### src/rtl/wb_pkg.sv
// rtl/wb_pkg.sv - shared constants, state enum and write-port type for the weight/bias loader
package wb_pkg;

  localparam int DATA_W   = 32;
  localparam int ADDR_W   = 11;
  localparam int BANK_W   = 6;
  localparam int L1_BANKS = 32;
  localparam int L1_DEPTH = 785;
  localparam int L2_BANKS = 10;
  localparam int L2_DEPTH = 33;

  typedef enum logic [1:0] {
    IDLE,
    LOAD,
    CHECK
  } state_t;

  typedef struct packed {
    logic              en;
    logic [BANK_W-1:0] bank;
    logic [ADDR_W-1:0] addr;
    logic [DATA_W-1:0] data;
  } wr_port_t;

endpackage

### src/rtl/wb_addr_gen.sv
// rtl/wb_addr_gen.sv - bank-major bank/address counter pair for the weight banks
//
// Ports:
//   clk, reset        clock, synchronous active-high reset
//   load              clear both counters (start of a new sequence)
//   step              advance to the next word
//   nbanks, depth     shape of the current sequence (banks x words per bank)
//   bank_cnt          bank offset relative to the sequence base
//   addr_cnt          word address inside the current bank
//   wrap              addr_cnt is on the last word of a bank
//   last              counters point at the final word of the sequence
module wb_addr_gen
  import wb_pkg::*;
(
  input  logic              clk,
  input  logic              reset,
  input  logic              load,
  input  logic              step,
  input  logic [BANK_W-1:0] nbanks,
  input  logic [ADDR_W-1:0] depth,
  output logic [BANK_W-1:0] bank_cnt,
  output logic [ADDR_W-1:0] addr_cnt,
  output logic              wrap,
  output logic              last
);

  assign wrap = (addr_cnt == depth - ADDR_W'(1));
  assign last = wrap && (bank_cnt == nbanks - BANK_W'(1));

  always_ff @(posedge clk) begin
    if (reset || load) begin
      bank_cnt <= '0;
      addr_cnt <= '0;
    end else if (step) begin
      if (wrap) begin
        addr_cnt <= '0;
        bank_cnt <= bank_cnt + BANK_W'(1);
      end else begin
        addr_cnt <= addr_cnt + ADDR_W'(1);
      end
    end
  end

endmodule

### src/rtl/wb_loader.sv
// rtl/wb_loader.sv - stream-to-bank writer for the layer-1/layer-2 weight store with checksum
//
// Ports:
//   clk, reset        clock, synchronous active-high reset
//   start, layer_sel  begin a load of layer 1 (0) or layer 2 (1); honoured only when idle
//   abort             cancel the load in progress, flags err
//   s_valid, s_data   incoming word stream; s_ready is high whenever a load is active
//   wr_en, wr_bank,
//   wr_addr, wr_data  registered bank write port, one cycle after each accepted word
//   busy              a load is in progress
//   done              one-cycle pulse after the checksum word is consumed
//   err               sticky: checksum mismatch or abort, cleared by the next start
module wb_loader
  import wb_pkg::*;
(
  input  logic              clk,
  input  logic              reset,
  input  logic              start,
  input  logic              layer_sel,
  input  logic              abort,
  input  logic              s_valid,
  input  logic [DATA_W-1:0] s_data,
  output logic              s_ready,
  output logic              wr_en,
  output logic [BANK_W-1:0] wr_bank,
  output logic [ADDR_W-1:0] wr_addr,
  output logic [DATA_W-1:0] wr_data,
  output logic              busy,
  output logic              done,
  output logic              err
);

  state_t            state;
  wr_port_t          wr;
  logic [BANK_W-1:0] base;
  logic [BANK_W-1:0] nbanks;
  logic [ADDR_W-1:0] depth;
  logic [DATA_W-1:0] sum;
  logic [BANK_W-1:0] bank_cnt;
  logic [ADDR_W-1:0] addr_cnt;
  logic              wrap;
  logic              last;
  logic              accept;

  assign s_ready = (state != IDLE);
  assign busy    = (state != IDLE);
  // A word offered in the same cycle as abort is dropped entirely.
  assign accept  = s_valid && s_ready && !abort;

  assign wr_en   = wr.en;
  assign wr_bank = wr.bank;
  assign wr_addr = wr.addr;
  assign wr_data = wr.data;

  wb_addr_gen u_addr_gen (
    .clk      (clk),
    .reset    (reset),
    .load     ((state == IDLE) && start),
    // Counters stay parked on the final word so the checksum cycle sees them unchanged.
    .step     ((state == LOAD) && accept && !last),
    .nbanks   (nbanks),
    .depth    (depth),
    .bank_cnt (bank_cnt),
    .addr_cnt (addr_cnt),
    .wrap     (wrap),
    .last     (last)
  );

  always_ff @(posedge clk) begin
    if (reset) begin
      state  <= IDLE;
      wr     <= '0;
      base   <= '0;
      nbanks <= '0;
      depth  <= '0;
      sum    <= '0;
      done   <= 1'b0;
      err    <= 1'b0;
    end else begin
      wr.en <= 1'b0;
      done  <= 1'b0;
      case (state)
        IDLE: begin
          if (start) begin
            base   <= layer_sel ? BANK_W'(L1_BANKS) : '0;
            nbanks <= layer_sel ? BANK_W'(L2_BANKS) : BANK_W'(L1_BANKS);
            depth  <= layer_sel ? ADDR_W'(L2_DEPTH) : ADDR_W'(L1_DEPTH);
            sum    <= '0;
            err    <= 1'b0;
            state  <= LOAD;
          end
        end
        LOAD: begin
          if (abort) begin
            err   <= 1'b1;
            state <= IDLE;
          end else if (accept) begin
            sum     <= sum + s_data;
            wr.en   <= 1'b1;
            wr.bank <= base + bank_cnt;
            wr.addr <= addr_cnt;
            wr.data <= s_data;
            if (last) state <= CHECK;
          end
        end
        CHECK: begin
          if (abort) begin
            err   <= 1'b1;
            state <= IDLE;
          end else if (accept) begin
            err   <= (s_data != sum);
            done  <= 1'b1;
            state <= IDLE;
          end
        end
        default: state <= IDLE;
      endcase
    end
  end

endmodule

### config.mk
export PLATFORM = sky130hd
export DESIGN_NAME = wb_loader
export DESIGN_NICKNAME = d
export VERILOG_FILES = /design/src/rtl/wb_pkg.sv /design/src/rtl/wb_addr_gen.sv /design/src/rtl/wb_loader.sv
export SDC_FILE = /design/constraint.sdc
export NUM_CORES = 1
export LEC_CHECK = 0
export ABC_AREA = 1
export CAP_MARGIN = 40
export CORE_UTILIZATION = 40
export DETAILED_ROUTE_END_ITERATION = 8
export DONT_BUFFER_PORTS = 1
export GPL_ROUTABILITY_DRIVEN = 0
export PLACE_DENSITY = 0.56
export SLEW_MARGIN = 20
export SYNTH_ARGS = -nofsm -noshare
export SYNTH_HDL_FRONTEND = slang
export SYNTH_SLANG_ARGS = --single-unit
### constraint.sdc
create_clock -name clk -period 3.4 [get_ports clk]
set_input_delay 0.51 -clock clk [delete_from_list [all_inputs] [get_ports clk]]
set_output_delay 0.51 -clock clk [all_outputs]
set_load 0.02 [all_outputs]
### Word level (Yosys, flattened, before mapping)

Cells that the tools add are included.

| storage, ports and cells | value |
|---|---|
| bits in registers | 126 |
| input bits | 38 |
| output and inout port bits | 54 |
| word-level logic and storage cells | 77 |

| cells by class | value |
|---|---|
| add/sub/neg operators | 6 |
| eq/ne operators | 12 |
| multiplexer cells | 22 |
| bitwise operators | 3 |
| reduce and logical (&&, ||, !) cells | 21 |

Operator list:

| operator | count |
|---|---|
| 32-bit two-way mux | 3 |
| 32-bit case mux with 2 select lines | 1 |
| 50-bit two-way mux | 1 |
| 32-bit adder | 1 |
| 32-bit != test | 1 |
| 2-bit two-way mux | 6 |
| 6-bit two-way mux | 2 |
| 4-bit AND reduction | 3 |
| 11-bit by 1-bit adder with 11-bit output (second input constant) | 1 |
| 11-bit == test | 1 |
| 11-bit two-way mux | 1 |
| 11-bit by 1-bit subtractor with 11-bit output (second input constant) | 1 |
| 10-bit two-way mux | 1 |
| 3-bit != test (second input constant) | 3 |
| 2-bit != test (second input constant) | 4 |
| 6-bit by 1-bit adder with 6-bit output (second input constant) | 1 |
| 6-bit adder | 1 |
| 6-bit == test | 1 |
| 1-bit logical AND | 6 |
| 2-bit case mux with 3 select lines | 1 |
| 3-bit OR reduction | 2 |
| 6-bit by 1-bit subtractor with 6-bit output (second input constant) | 1 |
| 1-bit two-way mux | 5 |
| 2-bit AND reduction | 2 |
| other kinds (10) | 14 |

### Logic depth before layout (Yosys ltp)

Gate-level depths: netlist (run 1).

| logic depth | value |
|---|---|
| depth after elaboration | 7 |
| mapped depth | 15 |
| depth with buffers taken out | 15 |

### Hierarchy

From an unflattened synthesis (run 1), not the netlist that was laid out.

| second synthesis, totals | value |
|---|---|
| cells, all modules | 1202 |
| area, all modules | 7395.8 µm² |

Modules (own cells, without submodules):

| module | times used | cells an instance | area an instance (µm²) | seq. area each (µm²) |
|---|---|---|---|---|
| wb_loader | 1 | 931 | 5718.0 | 1781.7 |
| wb_addr_gen | 1 | 271 | 1677.9 | 340.3 |

### Least setup slack after synthesis (run 1)

OpenSTA, ideal clock, no wires.

| timing path | value |
|---|---|
| kind | input to register |
| start | input s_data[0] |
| end | register sum[28] |
| setup time | 132 ps |
| data arrival time | 1855 ps |
| data required time | 3268 ps |
| slack | 1413 ps |
| stages on the path | 13 |
| buffers on the path | 0 |
| cells stage by stage | ha_1 inv_1 fa_1 inv_1 nand3_1 nand3_1 nand2_1 nand3_1 nand2_1 nand2_1 nand2_1 nand3_1 a21oi_1 |

| between the ends | value |
|---|---|
| cells in the longest elaborated chain, start to end | 4 |

Ends and longest elaborated chain:

| what | RTL line | text |
|---|---|---|
| start: declaration | wb_loader.sv:22 | `input logic [DATA_W-1:0] s_data,` |
| 32-bit adder | wb_loader.sv:98 | `sum <= sum + s_data;` |
| 32-bit two-way mux | wb_loader.sv:97 | `end else if (accept) begin` |
| 32-bit two-way mux | wb_loader.sv:94 | `if (abort) begin` |
| 32-bit case mux with 2 select lines | wb_loader.sv:82 | `case (state)` |
| end signal: assignment | wb_loader.sv:98 |  |
| end: declaration | wb_loader.sv:38 | `logic [DATA_W-1:0] sum;` |

No other way between the ends. The select of a mux whose other input is x is not followed.
A chain may end at the register's enable or synchronous reset.

### Worst setup path after layout (run 1)

| timing path | value |
|---|---|
| start | register state[0] |
| end | register sum[9] |

| between the ends | value |
|---|---|
| cells in the longest elaborated chain, start to end | 5 |
| elaborated cells between the ends (all ways) | 11 |
| those cells by class | 4 x eq/ne; 1 x mux; 6 x reduce/logical |

Ends and longest elaborated chain:

| what | RTL line | text |
|---|---|---|
| start: declaration | wb_loader.sv:33 | `state_t state;` |
| start signal: assignment | wb_loader.sv:71 | `state <= IDLE;` |
| start signal: assignment | wb_loader.sv:90 | `state <= LOAD;` |
| start signal: assignment | wb_loader.sv:96 | `state <= IDLE;` |
| 2-bit nonzero test | - |  |
| via busy | wb_loader.sv:28 | `output logic busy,` |
| 1-bit logical AND (2 in series) | wb_loader.sv:48 | `assign accept = s_valid && s_ready && !abort;` |
| 2-bit != test (no source line) | - |  |
| 4-bit AND reduction (no source line) | - |  |

The timed path passes the listed nets, and every way through them passes these cells.

==> results of run 1 <==
## worst paths after layout
path	from	endpoint	slack [ns]
setup / recovery	state[0]	sum[9]	0.99
setup reg to reg	state[0]	sum[9]	0.99
hold / removal	reset	sum[31]	0.21
hold reg to reg	sum[21]	sum[21]	0.46
## per-layer routing
layer / GRT usage / share of wire
met5: 0 / 0
met4: 0.07366 / 0.020
met3: 0.05088 / 0.066
met2: 0.3664 / 0.43
met1: 0.3133 / 0.48
## report_power, final
| part | total, mW | internal [mW] | switching (mW) |
|---|---|---|---|
| registers | 1.31 | 1.27 | 0.0396 |
| clock network | 1.11 | 0.597 | 0.514 |
| logic | 0.390 | 0.116 | 0.274 |
## layout by cell type (no fill, tap or decap), types with 9 or more instances in the layout
master and instances:
a21oi_1 82, clkbuf_16 9, dfxtp_1 106, ha_1 40, inv_1 163, inv_2 13
nand2_1 345, nand2_2 9, nand3_1 79, nand4_1 19, nor2_1 148, nor3_1 12
o21ai_0 56, xor2_1 10
## flip-flops by register name, indices dropped and copies added, names as in the netlist
| name | flops |
|---|---|
| u_addr_gen.bank_cnt | 6 |
| u_addr_gen.addr_cnt | 11 |
| nbanks | 1 |
| wr_data | 32 |
| err | 1 |
| wr_addr | 11 |
| state | 2 |
| wr_bank | 6 |
| depth | 2 |
| sum | 32 |
| wr_en | 1 |
| done | 1 |
## layout make-up
class / count / share of cell area
Clock buffer: 11 / 0.03200
Clock inverter: 5 / 0.008247
Inverter: 178 / 0.08906
Multi-Input combinational cell: 847 / 0.5489
Sequential cell: 106 / 0.2797
Tap cell: 225 / 0.03711
Timing Repair Buffer: 5 / 0.004948
## synthesized netlist by cell type, types with 8 or more instances
master / n / area, um2
nand2_1: 345 / 1295
inv_1: 163 / 611.8
nor2_1: 148 / 555.5
dfxtp_1: 106 / 2122
a21oi_1: 82 / 410.4
nand3_1: 79 / 395.4
o21ai_0: 56 / 280.3
ha_1: 40 / 500.5
nand4_1: 19 / 118.9
clkbuf_1: 14 / 52.55
inv_2: 13 / 48.80
nor3_1: 12 / 60.06
xor2_1: 10 / 87.58
nand2_2: 9 / 56.30
buf_2: 8 / 40.04
## stage by stage
stage	instances	hold WS (ns)
floorplan	1161	0.4429
global placement	1361	0.4489
detailed placement	1361	0.4536
CTS	1377	0.2050
global route	1377	0.2022
finish	1377	0.2143
## worst reg2reg max path, stage by stage, from the launching register on
cell	delay [ns]
dfxtp_1	0.34
inv_1	0.08
ha_1	0.20
inv_2	0.14
nand2_1	0.12
inv_2	0.05
nand2_1	0.14
buf_4	0.42
o21ai_0	0.16
nand2_1	0.08
buf_4	0.35
nand2_1	0.10
a21oi_1	0.16
## logic make-up after synthesis
| group | count (synthesis) |
|---|---|
| compound gates | 150 |
| xor+xnor | 14 |
| fa+ha+maj | 41 |
| buf+inv | 208 |
| flops | 106 |
| simple gates | 642 |
==> results by group, run 1 <==
Worst setup path
  • Crit. End Element: flip-flop
  • CP bufs+invs: 5
  • Critical Path Start Type: flip-flop
  • CP Class: reg2reg
  • Crit path cell chain: inv_1 > ha_1 > inv_2 > nand2_1 > inv_2 > nand2_1 > buf_4 > o21ai_0 > nand2_1 > buf_4 > nand2_1 > a21oi_1
  • Critical path's top delay family: buffers and inverters
  • R2R cell count: 12
  • Slowest cell on crit path: buf_4
  • Arrival time worst endpoint: 2.70 ns
  • Most frequent CP cell: nand2_1
  • CP max FO: 37
  • CP peak stage delay: 0.42 ns
  • Critical Path Stages: 12
  • CP required: roughly 3.7 ns

Layout
  • Multi-input logic area: 4164 um2
  • Sequential Area: between 2000 and 2500 um2
  • Final Cell Area: 7586 um2
  • Layout area overhead: 6.630%
  • Fin nets: 1,226
  • Inserted Diodes: 0
  • Final-layout fill cell count: 1,912
  • Layout cells sized above 1: 0.05729
  • Final core occ: 0.4371

Route
  • DR iter-0 viols: around 470
  • Antenna-violating nets left: 0
  • WL final: 20.42 mm
  • WL/cell: around 15 um
  • TritonRoute pass-1 iters: 6
  • Drc violations: 0
  • Via/cell ratio: around 5
  • Vias: 6,860

Synth
  • Synth Area in Compound Gates: 0.1082
  • Largest family of logic cells by synthesized area: simple AND/OR/NAND/NOR gates
  • Synth Warn #: 0
  • Seq cells post-synth: 106
  • Mean post-synth cell area: 6.128 um2
  • Ys async rst share: 0
  • EDFF count, synth: 0
  • Yosys cell types: 39
  • Mux share of post-synthesis cell area: 0
  • Simple-Gate Fraction of Synth Area: 0.3867
  • Cell Area, Synth: between 7000 and 8000 um2
  • Post-Synth Adder-Cell Area: 0.07316
  • Mapped Cells: 1,161
  • Main synth FF type: dfxtp_1
  • Sequential fraction of the synthesis area: 0.2983
  • Syn nets: ~1,200
  • Area share of xor/xnor cells in the synthesized design: 0.01724

Timing
  • Number of max-slew violations in the final report: 0
  • Setup TNS: 0 ns
  • Worst Slack Setup Final: 0.9924 ns
  • Worst-Margin Slew: 0.5035 ns
  • Setup Skew: 0.01249 ns
  • Crit share post-route: 0.7081
  • Fmax: 415.3 MHz
  • Setup-failing EPs final: 0
  • Hold Vio Cnt, Final: 0
  • Slew Limit Headroom: 0.6643
  • Post-layout min period: around 2.4 ns
  • RSZ-0062 raised after global routing: false

Floorplan
  • Die width: 135.4 um
  • Total core area: about 17,000 um2
  • FP Rows: 48
  • Die Footprint: ~18,000 um2
  • Initial Util: 0.4099
  • Die Y-Extent: around 140 um
  • I/O Pins: 92

Clock network
  • Total CTS buffers: 9
  • Clk sinks: 106
  • Post-cts sizing count: 0
  • Cts hold-fix bufs: 0
  • CTS root buf: clkbuf_16
  • Post-CTS Setup Inserts: 0
  • CTS tree: done
  • Clock transition at path regs: 0.08 ns
  • Worst-Skew Late Latency: 0.36 ns
  • H-tree levels: 3
  • CTS max path bufs: 2

GRT
  • Gr ovfl total: 0
  • Initial antenna violation count: 0
  • GRT Total Usage: 0.2324
  • First-pass GRT wire length: 33.17 mm
  • Vias in the first global route: 6,439
  • Largest net degree at the start of global routing: between 50 and 60

Power
  • Cell Pwr Density: 369.9 nW/um2
  • Tot Pwr: 2.806 mW
  • Peak supply drop: about 0.33 mV
  • Leakage: between 3 and 4 nW

Placement
  • Dpl hpwl: around 16 mm
  • Setup WS pre-CTS: 1.004 ns
  • Placed instance area: 7281 um2
  • Port buffer count: 0

Flow run
  • Number of max-cap violations: 0

Run status
  • Outcome: finished, final reports clean

Worst hold path
  • Hold Crit Class: in2reg
  • Hold Path Depth: 1
(Power assumes the default switching activity.)
==> inputs of run 2 (changes only) <==
Clock period 3.4 ns to 2.45 ns, I/O delays scaled along.
==> run 2 against run 1 <==
  * Maximum frequency increased by 9.8%
  * Combinational power increased by 45%
  * Core utilization increased by 0.22 points
  * Final area increased by 0.51%
  * Hold slack got worse by 0.14 ns
  * Non-clock buffer count increased by 5
  * Clock skew decreased by 0.0045 ns
  * Clock power increased by 29%
  * Via count decreased by 0.87%
  * Critical endpoint is now sum[16]
==> results by group, run 2 (synthesized netlist as in run 1, its figures left out) <==
Clock network
  • Cts hold-fix bufs: 0
  • H-tree levels: 3
  • Post-CTS Setup Inserts: 0
  • Worst-Skew Late Latency: ~0.36 ns
  • Total CTS buffers: 9
  • CTS max path bufs: 2
  • CTS root buf: clkbuf_16
  • Clock transition at path regs: 0.07 ns
  • Post-cts sizing count: 0
  • CTS tree: done
  • Clk sinks: 106

Route
  • TritonRoute pass-1 iters: 8
  • WL final: 20.67 mm
  • WL/cell: approximately 15 um
  • Drc violations: 0
  • Vias: 6,800
  • Antenna-violating nets left: 0
  • DR iter-0 viols: 384
  • Via/cell ratio: between 4 and 5

Timing
  • Setup-failing EPs final: 0
  • Setup TNS: 0 ns
  • Post-layout min period: 2.194 ns
  • Crit share post-route: 0.8954
  • Fmax: 455.8 MHz
  • Hold slack: about 0.073 ns
  • Worst-Margin Slew: 0.5060 ns
  • RSZ-0062 raised after global routing: false
  • Slew Limit Headroom: 0.6626
  • Setup Skew: 0.007975 ns
  • Number of max-slew violations in the final report: 0
  • Hold Vio Cnt, Final: 0

Layout
  • Commonest non-fill, non-tap cell in the layout: nand2_1
  • Fin nets: 1,231
  • Final core occ: 0.4393
  • Layout cells sized above 1: 0.06137
  • Final-layout fill cell count: 1,907
  • Layout area overhead: 7.175%
  • Final Cell Area: 7625 um2
  • Commonest non-fill, non-tap cells in the layout: 345 x nand2_1, 163 x inv_1, 148 x nor2_1, 106 x dfxtp_1, 82 x a21oi_1
  • Inserted Diodes: 0
  • Final std cells w/o fill: 1,382

Flow run
  • Number of max-cap violations: 0

Power
  • Internal: ~2.7 mW
  • Peak supply drop: 0.4050 mV
  • Switching part of the total: 0.3011
  • Register share of total power: 0.476
  • Clock share of power: 0.376
  • Switching pwr: 1.146 mW
  • Combinational share of power: 0.149
  • Leakage: 3.625 nW
  • Cell Pwr Density: roughly 500 nW/um2

GRT
  • Initial antenna violation count: 0
  • Vias in the first global route: 6,421
  • GRT Total Usage: 0.2349
  • Gr ovfl total: 0
  • Largest net degree at the start of global routing: 49
  • First-pass GRT wire length: around 33 mm

Worst setup path
  • R2r endpoint: sum[16]
  • R2R cell count: 12
  • Beginning of the worst register-to-register path: sum[0]
  • CP max FO: 4
  • R2R setup slack: 0.26 ns
  • Critical Path Start Type: flip-flop
  • Arrival time worst endpoint: 2.49 ns
  • CP Class: reg2reg
  • Crit. End Element: flip-flop
  • CP required: 2.74 ns

Worst hold path
  • Hold Path Depth: 1
  • Hold endpoint: sum[3]
  • Hold Crit Class: in2reg
  • HP Start: reset

Placement
  • Placed instance area: 7343 um2
  • Placed Cells incl. Taps: roughly 1,400
  • Port buffer count: 0
  • Dpl hpwl: 15.91 mm

Floorplan
  • FP Rows: 48
  • Die width: around 140 um
  • Die Footprint: 18,320 um2
  • Initial Util: 0.4099
  • Die Y-Extent: 135.4 um
  • Total core area: 17,360 um2
  • I/O Pins: 92

Run status
  • Outcome: finished, final reports clean
==> run 2: changes by cell type in the layout (fill, tap and decap cells not counted), sizes merged <==
cell / delta
clkinvlp: -1
bufinv: -1
clkinv: +2
buf: +5
==> run 2: worst max-delay path by stage <==
stage | start | end | slack, ns
after detailed placement | s_data[0] | sum[22] | 0.21
after global placement | s_data[0] | sum[30] | 0.24
after floorplan | s_data[0] | sum[28] | 0.61
after global routing | sum[0] | sum[28] | 0.01
final | sum[0] | sum[16] | 0.26
after CTS | sum[0] | sum[22] | 0.25
==> run 2: per-stage QoR <==
step	setup WS, ns	total power [mW]
after global routing	0.01386	3.991
after detailed placement	0.2063	2.412
after CTS	0.2532	3.860
final	0.2563	3.805
after floorplan	0.6056	2.286
after global placement	0.2365	2.412
==> run 2: cell type report <==
class | instances | area (um2) | share of cell area
Multi-Input combinational cell | 847 | 4164 | 0.5461
Inverter | 178 | 675.6 | 0.08861
Clock buffer | 11 | 242.7 | 0.03183
Tap cell | 225 | 281.5 | 0.03692
Sequential cell | 106 | 2122 | 0.2783
Clock inverter | 5 | 38.79 | 0.005087
Timing Repair Buffer | 10 | 100.1 | 0.01313
==> run 2: critical path: stages, from the launching register on <==
cell,delay (ns)
dfxtp_1,0.33
ha_1,0.21
inv_1,0.07
fa_1,0.40
inv_1,0.17
nand3_1,0.09
nand3_1,0.23
nand2_1,0.09
nand3_1,0.14
nand2_1,0.09
nand3_1,0.08
nand3_1,0.09
a21oi_1,0.14
==> run 2: layer usage <==
metal / up-vias / wire length [um] / global-route usage
met5: - / 0 / 0
met4: 0 / 303 / 0.06429
met3: 23 / 1009 / 0.04190
met2: 156 / 8989 / 0.3806
met1: 2994 / 10360 / 0.3181
li1: 3627 / - / -
==> run 2: power by group through the flow <==
stage,combinational (mW),clock (mW),sequential (mW)
2_1_floorplan,0.442,0,1.84
3_3_place_gp,0.561,0,1.85
3_5_place_dp,0.560,0,1.85
4_1_cts,0.564,1.49,1.81
5_1_grt,0.640,1.53,1.82
6_report,0.565,1.43,1.81
==> inputs of run 3 (changes only) <==
Settings changed: CORE_ASPECT_RATIO from default to 1.75.
==> run 3 against run 2 <==
  * Hold slack hardly changed
  * Clock skew rose by 0.00078 ns
  * Routed wire length is 4.9% higher
  * Combinational power is essentially flat
  * First-iteration DRC count decreased by 33%
  * Maximum frequency is 2.0% lower
  * Core utilization down 0.22 points
  * Sequential power about the same
  * Clock power barely moved
  * Critical path type unchanged
==> results by group, run 3 (synthesized netlist as in run 1, its figures left out) <==
Clock network
  • CTS max path bufs: 2
  • Worst-Skew Late Latency: 0.36 ns
  • Clock transition at path regs: 0.07 ns
  • CTS root buf: clkbuf_16
  • Clk sinks: 106
  • CTS tree: done
  • Post-CTS Setup Inserts: 0
  • H-tree levels: 3
  • Total CTS buffers: 9

Worst setup path
  • Critical path origin: sum[0]
  • Most frequent CP cell: nand3_1
  • Arrival time worst endpoint: 2.54 ns
  • Critical Path Start Type: flip-flop
  • CP required: 2.75 ns
  • CP max FO: 4
  • Slowest cell on crit path: fa_1
  • Beginning of the worst register-to-register path: sum[0]
  • Crit path cell chain: ha_2 > inv_1 > fa_1 > inv_1 > nand3_1 > nand3_1 > nand2_1 > nand3_1 > nand2_1 > nand3_1 > nand3_1 > a21oi_1
  • CP peak stage delay: around 0.41 ns
  • CP Class: reg2reg
  • Crit. End Element: flip-flop

Layout
  • Fin nets: about 1,200
  • Layout area overhead: 7.263%
  • Commonest non-fill, non-tap cell in the layout: nand2_1
  • Multi-input logic area: approximately 4200 um2
  • Commonest non-fill, non-tap cells in the layout: 345 x nand2_1, 163 x inv_1, 148 x nor2_1, 106 x dfxtp_1, 82 x a21oi_1
  • Layout cells sized above 1: 0.06142
  • Sequential Area: 2122 um2
  • Final-layout fill cell count: slightly above 2,000
  • Inserted Diodes: 0

Route
  • Via/cell ratio: roughly 5
  • TritonRoute pass-1 iters: 4
  • WL final: 21.67 mm
  • WL/cell: 15.63 um
  • DR iter-0 viols: between 200 and 300
  • Drc violations: 0
  • Vias: 6,916
  • Antenna-violating nets left: 0

Timing
  • Worst-Margin Slew: roughly 0.5 ns
  • Number of max-slew violations in the final report: 0
  • Hold Vio Cnt, Final: 0
  • Setup Skew: 0.008756 ns
  • Fmax: approximately 450 MHz
  • Setup TNS: 0 ns
  • Post-layout min period: 2.239 ns
  • RSZ-0062 raised after global routing: false
  • Setup-failing EPs final: 0
  • Crit share post-route: 0.9139
  • Slew Limit Headroom: 0.6667

Worst hold path
  • HP Start: reset
  • Hold Crit Class: in2reg

Run status
  • Outcome: finished, final reports clean

Power
  • Peak supply drop: 0.2699 mV
  • Register share of total power: 0.478
  • Cell Pwr Density: just under 500 nW/um2
  • Switching part of the total: 0.2986
  • Leakage: 3.618 nW
  • Switching pwr: 1.132 mW
  • Internal: approximately 2.7 mW
  • Tot Pwr: approximately 3.8 mW
  • Clock share of power: 0.373
  • Combinational share of power: 0.149

Placement
  • Port buffer count: 0
  • Dpl hpwl: between 15 and 20 mm

GRT
  • Largest net degree at the start of global routing: 49
  • Vias in the first global route: slightly below 7,000
  • Gr ovfl total: 0
  • Initial antenna violation count: 0
  • First-pass GRT wire length: ~34 mm
  • GRT Total Usage: 0.2474

Floorplan
  • Initial Util: 0.4075
  • Die Y-Extent: 178.4 um
  • Die Footprint: around 18,000 um2
  • I/O Pins: 92
  • Die width: roughly 100 um
  • FP Rows: 64
  • Total core area: roughly 17,000 um2

Flow run
  • Number of max-cap violations: 0
run 3: changes by cell type in the layout (fill, tap and decap cells not counted):
cell | previous run | this run
clkinvlp_4 | 1 | 2
ha_2 | 0 | 1
ha_1 | 40 | 39
clkinv_2 | 1 | 0
clkinv_4 | 2 | 0
inv_8 | 0 | 1
run 3: final timing paths:
kind	cells after the start	to	slack, ns
setup / recovery	12	sum[16]	0.21
hold / removal	1	sum[7]	0.07
setup reg to reg	12	sum[16]	0.21
hold reg to reg	2	sum[10]	0.46
run 3: final cells by class:
class                      instances  area share
clock buffer                      11     0.03181
clock inverter                     4    0.004591
inverter                         178     0.08854
multi-input combinational        847      0.5460
sequential                       106      0.2781
tap                              231     0.03788
timing repair buffer              10     0.01312
run 3: through the flow:
stage,area [um2],instances,hold slack [ns],worst slack [ns],utilization
finish,7631,1387,0.07303,0.2110,0.4371
global route,7631,1387,0.05217,0.02043,0.4371
CTS,7629,1387,0.05502,0.1288,0.4370
detailed placement,7351,1372,0.4476,0.09682,0.4211
global placement,7351,1372,0.4447,0.1014,0.4211
floorplan,7114,1161,0.4429,0.6056,-
run 3: layer usage:
| layer | part of all wire | track usage | up-vias |
|---|---|---|---|
| li1 | - | - | 3615 |
| met1 | 0.36 | 0.2322 | 3081 |
| met2 | 0.55 | 0.4775 | 149 |
| met3 | 0.034 | 0.04271 | 71 |
| met4 | 0.056 | 0.1538 | 0 |
| met5 | 0 | 0 | - |
run 3: power by group through the flow:
| stage | Sequential [mW] | Combinational (mW) | Clock [mW] |
|---|---|---|---|
| 2_1_floorplan | 1.84 | 0.442 | 0 |
| 3_3_place_gp | 1.85 | 0.569 | 0 |
| 3_5_place_dp | 1.85 | 0.569 | 0 |
| 4_1_cts | 1.81 | 0.571 | 1.47 |
| 5_1_grt | 1.82 | 0.643 | 1.52 |
| 6_report | 1.81 | 0.566 | 1.41 |
run 3: what timing repair did:
| action | 4_1_cts | 5_1_grt |
|---|---|---|
| hold buffers | 0 | 0 |
| gates resized for setup | 0 | 1 |
| setup endpoints to repair | 0 | 3 |
run 3: critical path: cells and delay by family, from the launching register on:
family | cells | cell delay (ns)
and+or+nand+nor | 7 | 0.83
buffers and inverters | 2 | 0.24
DFF | 1 | 0.34
AOI/OAI and AO/OA | 1 | 0.11
adders and majority gates | 2 | 0.65
